==> config.mk <==
export PLATFORM = sky130hd
export DESIGN_NAME = mc_control_fsm
export DESIGN_NICKNAME = d
export VERILOG_FILES = /design/src/rtl/mc_control_fsm.sv
export SDC_FILE = /design/constraint.sdc
export NUM_CORES = 1
export LEC_CHECK = 0
export BUFFER_PORTS_ARGS = -buffer_cell sky130_fd_sc_hd__buf_2
export CORE_ASPECT_RATIO = 0.9
export CORE_UTILIZATION = 50
export CTS_CLUSTER_DIAMETER = 120
export DETAILED_ROUTE_END_ITERATION = 8
export GPL_ROUTABILITY_DRIVEN = 0
export GPL_TIMING_DRIVEN = 0
export PLACE_DENSITY_LB_ADDON = 0.05
export SLEW_MARGIN = 5
export SYNTH_ARGS = -nofsm -noshare
export SYNTH_HDL_FRONTEND = slang
export SYNTH_SLANG_ARGS = --single-unit
==> constraint.sdc <==
create_clock -name clk -period 3.4 [get_ports clk]
set_clock_uncertainty 0.2 [all_clocks]
set_input_delay 0.17 -clock clk [delete_from_list [all_inputs] [get_ports clk]]
set_output_delay 0.17 -clock clk [all_outputs]
set_load 0.1 [all_outputs]
==> src/rtl/mc_control_fsm.sv <==
// mc_control_fsm
// Multicycle MIPS control unit: state register, next-state logic and
// Moore-style output decode in one block. All datapath strobes come straight
// from the current state, plus opcode/zero/mem_ready; no output register.
//
// Optional feature: define MC_CTRL_BNE_EN to decode bne (opcode 000101) into
// the BRANCH state with branch_ne=1. Without it, 000101 is illegal and
// branch_ne is tied to 0.
//
// Ports
//   clk, rst_n        clock (rising edge), async active-low reset
//   opcode[5:0]       IR[31:26], stable from end of FETCH
//   zero              ALU zero flag
//   mem_ready         memory finished the current request this cycle
//   pc_write .. alu_src_a   1-bit datapath strobes/selects
//   pc_src[1:0]       00 ALU, 01 ALUOut, 10 jump target
//   alu_src_b[1:0]    00 B, 01 const 4, 10 sign-ext imm, 11 imm<<2
//   alu_op            0 ADD, 1 SUB, 2 FUNCT, 3 AND, 4 OR
//   illegal_op        pulse on undecodable opcode/state
//   instr_done        pulse on an instruction's final cycle
//   state[3:0]        current state (debug)
module mc_control_fsm #(
  parameter int ALU_OP_W = 3
) (
  input  logic                clk,
  input  logic                rst_n,
  input  logic [5:0]          opcode,
  input  logic                zero,
  input  logic                mem_ready,
  output logic                pc_write,
  output logic                pc_en,
  output logic                branch,
  output logic                branch_ne,
  output logic                ir_write,
  output logic                reg_write,
  output logic                i_or_d,
  output logic                mem_req,
  output logic                mem_write,
  output logic                mem_toreg,
  output logic                reg_dst,
  output logic                alu_src_a,
  output logic [1:0]          pc_src,
  output logic [1:0]          alu_src_b,
  output logic [ALU_OP_W-1:0] alu_op,
  output logic                illegal_op,
  output logic                instr_done,
  output logic [3:0]          state
);

  typedef enum logic [3:0] {
    S_FETCH  = 4'd0,
    S_DECODE = 4'd1,
    S_MEMADR = 4'd2,
    S_MEMRD  = 4'd3,
    S_MEMWB  = 4'd4,
    S_MEMWR  = 4'd5,
    S_EXEC   = 4'd6,
    S_ALUWB  = 4'd7,
    S_BRANCH = 4'd8,
    S_IMMEX  = 4'd9,
    S_IMMWB  = 4'd10,
    S_JUMP   = 4'd11
  } state_e;

  localparam logic [5:0] OP_LW   = 6'b100011;
  localparam logic [5:0] OP_SW   = 6'b101011;
  localparam logic [5:0] OP_RTYP = 6'b000000;
  localparam logic [5:0] OP_BEQ  = 6'b000100;
  localparam logic [5:0] OP_ADDI = 6'b001000;
  localparam logic [5:0] OP_ANDI = 6'b001100;
  localparam logic [5:0] OP_ORI  = 6'b001101;
  localparam logic [5:0] OP_J    = 6'b000010;
`ifdef MC_CTRL_BNE_EN
  localparam logic [5:0] OP_BNE  = 6'b000101;
`endif

  localparam logic [ALU_OP_W-1:0] ALU_ADD   = ALU_OP_W'(0);
  localparam logic [ALU_OP_W-1:0] ALU_SUB   = ALU_OP_W'(1);
  localparam logic [ALU_OP_W-1:0] ALU_FUNCT = ALU_OP_W'(2);
  localparam logic [ALU_OP_W-1:0] ALU_AND   = ALU_OP_W'(3);
  localparam logic [ALU_OP_W-1:0] ALU_OR    = ALU_OP_W'(4);

  state_e state_q, state_d;

  always_ff @(posedge clk or negedge rst_n) begin
    if (!rst_n) state_q <= S_FETCH;
    else        state_q <= state_d;
  end

  assign state = state_q;

  always_comb begin
    state_d    = state_q;
    pc_write   = 1'b0;
    branch     = 1'b0;
    branch_ne  = 1'b0;
    ir_write   = 1'b0;
    reg_write  = 1'b0;
    i_or_d     = 1'b0;
    mem_req    = 1'b0;
    mem_write  = 1'b0;
    mem_toreg  = 1'b0;
    reg_dst    = 1'b0;
    alu_src_a  = 1'b0;
    pc_src     = 2'b00;
    alu_src_b  = 2'b00;
    alu_op     = ALU_ADD;
    illegal_op = 1'b0;
    instr_done = 1'b0;

    case (state_q)
      S_FETCH: begin
        mem_req   = 1'b1;
        alu_src_b = 2'b01;
        // PC/IR update only on the completing cycle, so a stalled fetch
        // still produces a single pulse.
        pc_write  = mem_ready;
        ir_write  = mem_ready;
        if (mem_ready) state_d = S_DECODE;
      end
      S_DECODE: begin
        alu_src_b = 2'b11;
        case (opcode)
          OP_LW, OP_SW:              state_d = S_MEMADR;
          OP_RTYP:                   state_d = S_EXEC;
          OP_BEQ:                    state_d = S_BRANCH;
`ifdef MC_CTRL_BNE_EN
          OP_BNE:                    state_d = S_BRANCH;
`endif
          OP_ADDI, OP_ANDI, OP_ORI:  state_d = S_IMMEX;
          OP_J:                      state_d = S_JUMP;
          default: begin
            state_d    = S_FETCH;
            illegal_op = 1'b1;
          end
        endcase
      end
      S_MEMADR: begin
        alu_src_a = 1'b1;
        alu_src_b = 2'b10;
        // Only lw/sw reach here; anything else falls back to FETCH.
        if (opcode == OP_LW)      state_d = S_MEMRD;
        else if (opcode == OP_SW) state_d = S_MEMWR;
        else                      state_d = S_FETCH;
      end
      S_MEMRD: begin
        mem_req = 1'b1;
        i_or_d  = 1'b1;
        if (mem_ready) state_d = S_MEMWB;
      end
      S_MEMWB: begin
        reg_write  = 1'b1;
        mem_toreg  = 1'b1;
        instr_done = 1'b1;
        state_d    = S_FETCH;
      end
      S_MEMWR: begin
        mem_req    = 1'b1;
        mem_write  = 1'b1;
        i_or_d     = 1'b1;
        instr_done = mem_ready;
        if (mem_ready) state_d = S_FETCH;
      end
      S_EXEC: begin
        alu_src_a = 1'b1;
        alu_op    = ALU_FUNCT;
        state_d   = S_ALUWB;
      end
      S_ALUWB: begin
        reg_write  = 1'b1;
        reg_dst    = 1'b1;
        instr_done = 1'b1;
        state_d    = S_FETCH;
      end
      S_BRANCH: begin
        alu_src_a  = 1'b1;
        alu_op     = ALU_SUB;
        branch     = 1'b1;
        pc_src     = 2'b01;
        instr_done = 1'b1;
`ifdef MC_CTRL_BNE_EN
        branch_ne  = (opcode == OP_BNE);
`endif
        state_d    = S_FETCH;
      end
      S_IMMEX: begin
        alu_src_a = 1'b1;
        alu_src_b = 2'b10;
        if (opcode == OP_ANDI)     alu_op = ALU_AND;
        else if (opcode == OP_ORI) alu_op = ALU_OR;
        else                       alu_op = ALU_ADD;
        state_d   = S_IMMWB;
      end
      S_IMMWB: begin
        reg_write  = 1'b1;
        instr_done = 1'b1;
        state_d    = S_FETCH;
      end
      S_JUMP: begin
        pc_write   = 1'b1;
        pc_src     = 2'b10;
        instr_done = 1'b1;
        state_d    = S_FETCH;
      end
      default: begin
        illegal_op = 1'b1;
        state_d    = S_FETCH;
      end
    endcase

    // Outputs are combinational, so an asserted reset must silence them
    // directly rather than waiting for the state register.
    if (!rst_n) begin
      pc_write   = 1'b0;
      branch     = 1'b0;
      branch_ne  = 1'b0;
      ir_write   = 1'b0;
      reg_write  = 1'b0;
      i_or_d     = 1'b0;
      mem_req    = 1'b0;
      mem_write  = 1'b0;
      mem_toreg  = 1'b0;
      reg_dst    = 1'b0;
      alu_src_a  = 1'b0;
      pc_src     = 2'b00;
      alu_src_b  = 2'b00;
      alu_op     = ALU_ADD;
      illegal_op = 1'b0;
      instr_done = 1'b0;
    end
  end

  assign pc_en = pc_write | (branch & (zero ^ branch_ne));

endmodule

# After elaboration in Yosys (flattened, before gate mapping)
# Cells that the tools add are included.
dict set report word_totals {
  ff_bits 4
  input_bits 10
  output_inout_bits 25
  wordCells 77
}
dict set report classes {
  eq_ne 21
  n_mux 40
  bitwise_logic 2
  n_reduce_logical 13
}
# op n
set ops {}
lappend ops {{$pmux 4 s7} 1}
lappend ops {{$mux 1} 22}
lappend ops {{$pmux 4 s5} 1}
lappend ops {{$eq 6x4->1 const B} 3}
lappend ops {{$eq 4x3->1 const B} 4}
lappend ops {{$eq 4x4->1 const B} 4}
lappend ops {{$mux 3} 5}
lappend ops {{$eq 6x6->1 const B} 2}
lappend ops {{$mux 4} 3}
lappend ops {{$reduce_or 11->1} 1}
lappend ops {{$pmux 3 s3} 1}
lappend ops {{$reduce_or 3->1} 3}
lappend ops {{$eq 4x2->1 const B} 2}
lappend ops {{$reduce_or 8->1} 1}
lappend ops {{$eq 6x2->1 const B} 1}
lappend ops {{$eq 6x3->1 const B} 1}
lappend ops {{$logic_not 6->1} 1}
lappend ops {{$ne 2x2->1 const B} 3}
lappend ops {{$pmux 1 s2} 3}
lappend ops {{$pmux 2 s3} 1}
lappend ops {{$reduce_or 2->1} 3}
lappend ops {{$reduce_or 5->1} 1}
lappend ops {{$eq 4x1->1 const B} 1}
lappend ops {{$logic_not 4->1} 1}
lappend ops {{6 further kinds} 7}

# Depth between registers and ports, before layout
dict set report logic_depth {
  word_depth 5
  ltp_mapped 5
  depth_no_buf 4
}

# Worst setup path before layout
# OpenSTA, ideal clock, no wires.
dict set report synth_timing {
  kind {reg-to-output}
  start {register state_q[3] (netlist: state[3])}
  end {output port pc_en}
  arrival_ns 4.548
  required_time_ns 3.030
  slack_ns -1.518
  stages_incl_launch_ff 6
  path_buffers 1
  cell_sequence {dfrtp_1 buf_2 nor2b_1 nand2_1 nor3_1 a21o_1}
}
dict set report synth_via {
  elab_chain_len 5
  word_cells_on_any_way 9
  classes_between {eq/ne: 2; mux: 4; bitwise: 2; reduce/logical: 1}
}
# element line
set synth_lines {}
lappend synth_lines {{from (decl)} 83} ;# state_e state_q, state_d;
lappend synth_lines {{from (signal assigned)} 87} ;# else state_q <= state_d;
lappend synth_lines {{$eq 4x4->1} 111} ;# case (state_q)
lappend synth_lines {{$mux 1} 111}
lappend synth_lines {{$mux 1} 213} ;# if (!rst_n) begin
lappend synth_lines {{named net branch} 32} ;# output logic branch,
lappend synth_lines {{$and 1x1->1} 233} ;# assign pc_en = pc_write | (branch & (zero ^ branch_ne));
lappend synth_lines {{$or 1x1->1} 233}
lappend synth_lines {{to (decl)} 31} ;# output logic pc_en,
# The timed path passes the listed nets, and every way through them passes these cells.

# Worst setup path in the final report
dict set report layout_timing {
  start {register state_q[1] (netlist: state[1])}
  end {output port alu_op[1]}
}
dict set report layout_via {
  elab_chain_len 3
  word_cells_on_any_way 5
  classes_between {eq/ne: 3; mux: 2}
}
# element line
set layout_lines {}
lappend layout_lines {{$eq 4x4->1 / $eq 4x3->1 (equally long branches)} 111}
lappend layout_lines {{$pmux 3 s3 (*)} 111}
lappend layout_lines {{$mux 3 (*)} 213}
lappend layout_lines {{to (decl)} 44} ;# output logic [ALU_OP_W-1:0] alu_op,
# Every way passes the cells marked *; elsewhere a longest branch is shown, timed or not.

==> flow_summary.ini <==
[run_status]
status = finished, final reports clean

[setup_path]
worstPathRequired_ps = 3030
worstSetupStartpointType = flip-flop
crit_arrival_ps = 2050
end_kind = primary output
worstSetupPathType = flip-flop to primary output
critPathMaxFanout = 10
worst-r2r-setup-slack_ps = 1580

[place]
port_buffers = 28
post-place-ws_ps = 1260
hpwl_um = 1810

[hold_path]
min_path_type = input pin to async pin

[sta]
maxSlewViolCount = 0
rsz0062_at_grt = false
timing.hold.ws_ps = 106
slew-limit-headroom_pct = 65.8
finalCritPeriodShare_pct = 71.2
setup_violations = 0
hold_viol_final = 0
setup_ws_ps = 979
finalWorstPathRequiredPeriod_ps = 2420
fmax_ghz = 0.413
tightest_slew_ps = 512

[clock_tree]
cts_tree = done
root_buffer = clkbuf_4
clock_path_buffers = 2
cts_buffers = 3
insertion_delay_ps = 240
cts.sinks = 4
htreeDepth = 1
cts.clk_slew.worst_paths_ps = 40
cts_resized = 0

[synth]
syn_area_um2 = 831
ys_ff_latch = 4
yosysSeqAreaShare_pct = 12.0
synth_fp_nets = 129
synth_top_cell_area_share_pct = 12.0
synthAdderAreaFrac_pct = 0
syn_inst = 119
synth_xor_area_share_pct = 1.05
synth_top_family_by_area = simple AND/OR/NAND/NOR gates
synth_compound_area_share_pct = 26.7
yosys-mux-area-fraction_pct = 1.20
synthSimpleGateAreaFrac_pct = 44.4
synth_edf_count = 0
yosys.area.top_type = dfrtp_1
synth_area_per_cell_um2 = 6.98
yosys.cell_types.count = 46
async_reset_ff_share_pct = 100
yosysWarnings = 0
synth_area_leaders = dfrtp_1 (12%), nor2_1 (6.8%), buf_4 (5.4%), buf_2 (4.2%), nor3_1 (4.2%)
synthFlopType = dfrtp_1

[pwr]
p_total_uw = 785
p_sw_share_pct = 68.6
switchingPower_uw = 539
clkPwrFrac_pct = 8.0
power.internal_uw = 246
p_leak_nw = 0.524
power.density_mw_per_mm2 = 733
power_frac_seq_pct = 8.8
max-vdd-ir-drop_mv = 0.427
p_comb_share_pct = 83.2

[floorplan]
die_area_mm2 = 0.00183
core_mm2 = 0.00150
die_h_um = 40.7
die_w_um = 45.0
start_util_pct = 55.5
rows = 13
io_pins = 35

[routing]
drtIter0Drc = 46
firstDrtPassIters = 4
drt-wirelength-per-cell_um = 14.2
drtAntennaViolNets = 0
viasPerCell = 6.13
drc = 0
vias = 1061
drt_wl_total_um = 2460

[layout]
syn2layout_area_growth_pct = 28.9
post-route-util_pct = 71.6
largest_reg_flops = 4
drive_gt1_share_pct = 39.1
final_net_count = 163
fillers = 137
regArea_um2 = 100
multi_input_area_um2 = 653
diodes = 0

[grt]
antenna_found_initial = 0
grt_pass1_vias = 844
grt_max_degree = 11
gr-total-overflow = 0
track_usage_pct = 29.0
grt_pass1_wl_um = 3860

[job]
drv_cap = 0
## final timing paths
check                           from   endpoint  cells after the start
setup / recovery            state[1]  alu_op[1]                      6
hold / removal                 rst_n   state[2]                      2
setup reg to reg            state[0]   state[0]                      5
hold reg to reg             state[0]   state[1]                      3
max in group asynchronous      rst_n   state[1]                      2
min in group clk           opcode[5]   state[3]                      3
## power groups by stage
stage	Sequential [mW]	Clock (mW)	Combinational, mW
after global placement	0.0690	0	0.639
final	0.0690	0.0626	0.653
after floorplan	0.146	0	0.472
after detailed placement	0.0695	0	0.647
after CTS	0.0692	0.0632	0.649
after global routing	0.0707	0.0655	0.687
## logic make-up (layout without fill, tap and decap cells)
kind of cell | after synthesis | in the layout
AOI/OAI and AO/OA | 31 | 31
xor gates and xnor gates | 1 | 1
buffers and inverters | 19 | 51
DFF | 4 | 4
muxes | 1 | 1
other | 1 | 1
and+or+nand+nor | 62 | 62
## cells in the mapped netlist, drive strengths merged, types with 3 or more instances
library cell	instances
a211oi	3
nand3	3
buf	16
o21ai	4
o21a	3
nor4	4
nand2	9
a21oi	3
dfrtp	4
inv	3
nor3	7
a31oi	5
nor2b	5
nor2	16
nand2b	4
## metal layers
metal | routed length [um] | track usage (%) | share of wire (%)
met5 | 0 | 0 | 0
met4 | 49 | 11.4 | 2.0
met3 | 223 | 1.32 | 9.1
met2 | 1110 | 47.8 | 45
met1 | 1080 | 40.2 | 44
## worst max-delay path, stage by stage, from the launching register on
cell     delay (ps)
dfrtp_1         360
buf_2           230
nor3b_1         470
nand2_1         100
o31ai_1          80
and2_1          160
buf_2           420
## repair_timing
| action | CTS | global route |
|---|---|---|
| hold buffers | 1 | 0 |
| endpoints found under the hold margin | 4 | 0 |
| endpoints found under the setup margin | 0 | 0 |
| buffers inserted | 0 | 0 |
## final cells by class
class | count | share of cell area (%)
Inverter | 3 | 1.05
Clock buffer | 3 | 2.10
Multi-Input combinational cell | 96 | 61.0
Buffer | 16 | 9.93
Timing Repair Buffer | 29 | 14.0
Tap cell | 22 | 2.57
Sequential cell | 4 | 9.35
## through the flow
stage                     cell area (um^2)  cells  setup TNS, ps
after global placement                1040    169              0
after global routing                  1070    173              0
after CTS                             1070    173              0
after floorplan                        871    119          -1420
after detailed placement              1040    169              0
final                                 1070    173              0
## cells in the final DEF, fill, tap and decap left out, drive strengths merged, types with 2 or more instances in the layout
cell type  synthesis  layout
nor2b              5       5
a21oi              3       3
nor2              16      16
or4                2       2
nand3b             2       2
o31ai              2       2
a211oi             3       3
a22oi              2       2
o21ai              4       4
nand2b             4       4
nor3               7       7
clkbuf             0       3
buf               16      44
nor4               4       4
nor3b              2       2
inv                3       3
nand2              9       9
dfrtp              4       4
and3               2       2
nor4b              2       2
o21a               3       3
a31oi              5       5
a21o               2       2
nand3              3       3
(Power assumes the default switching activity.)
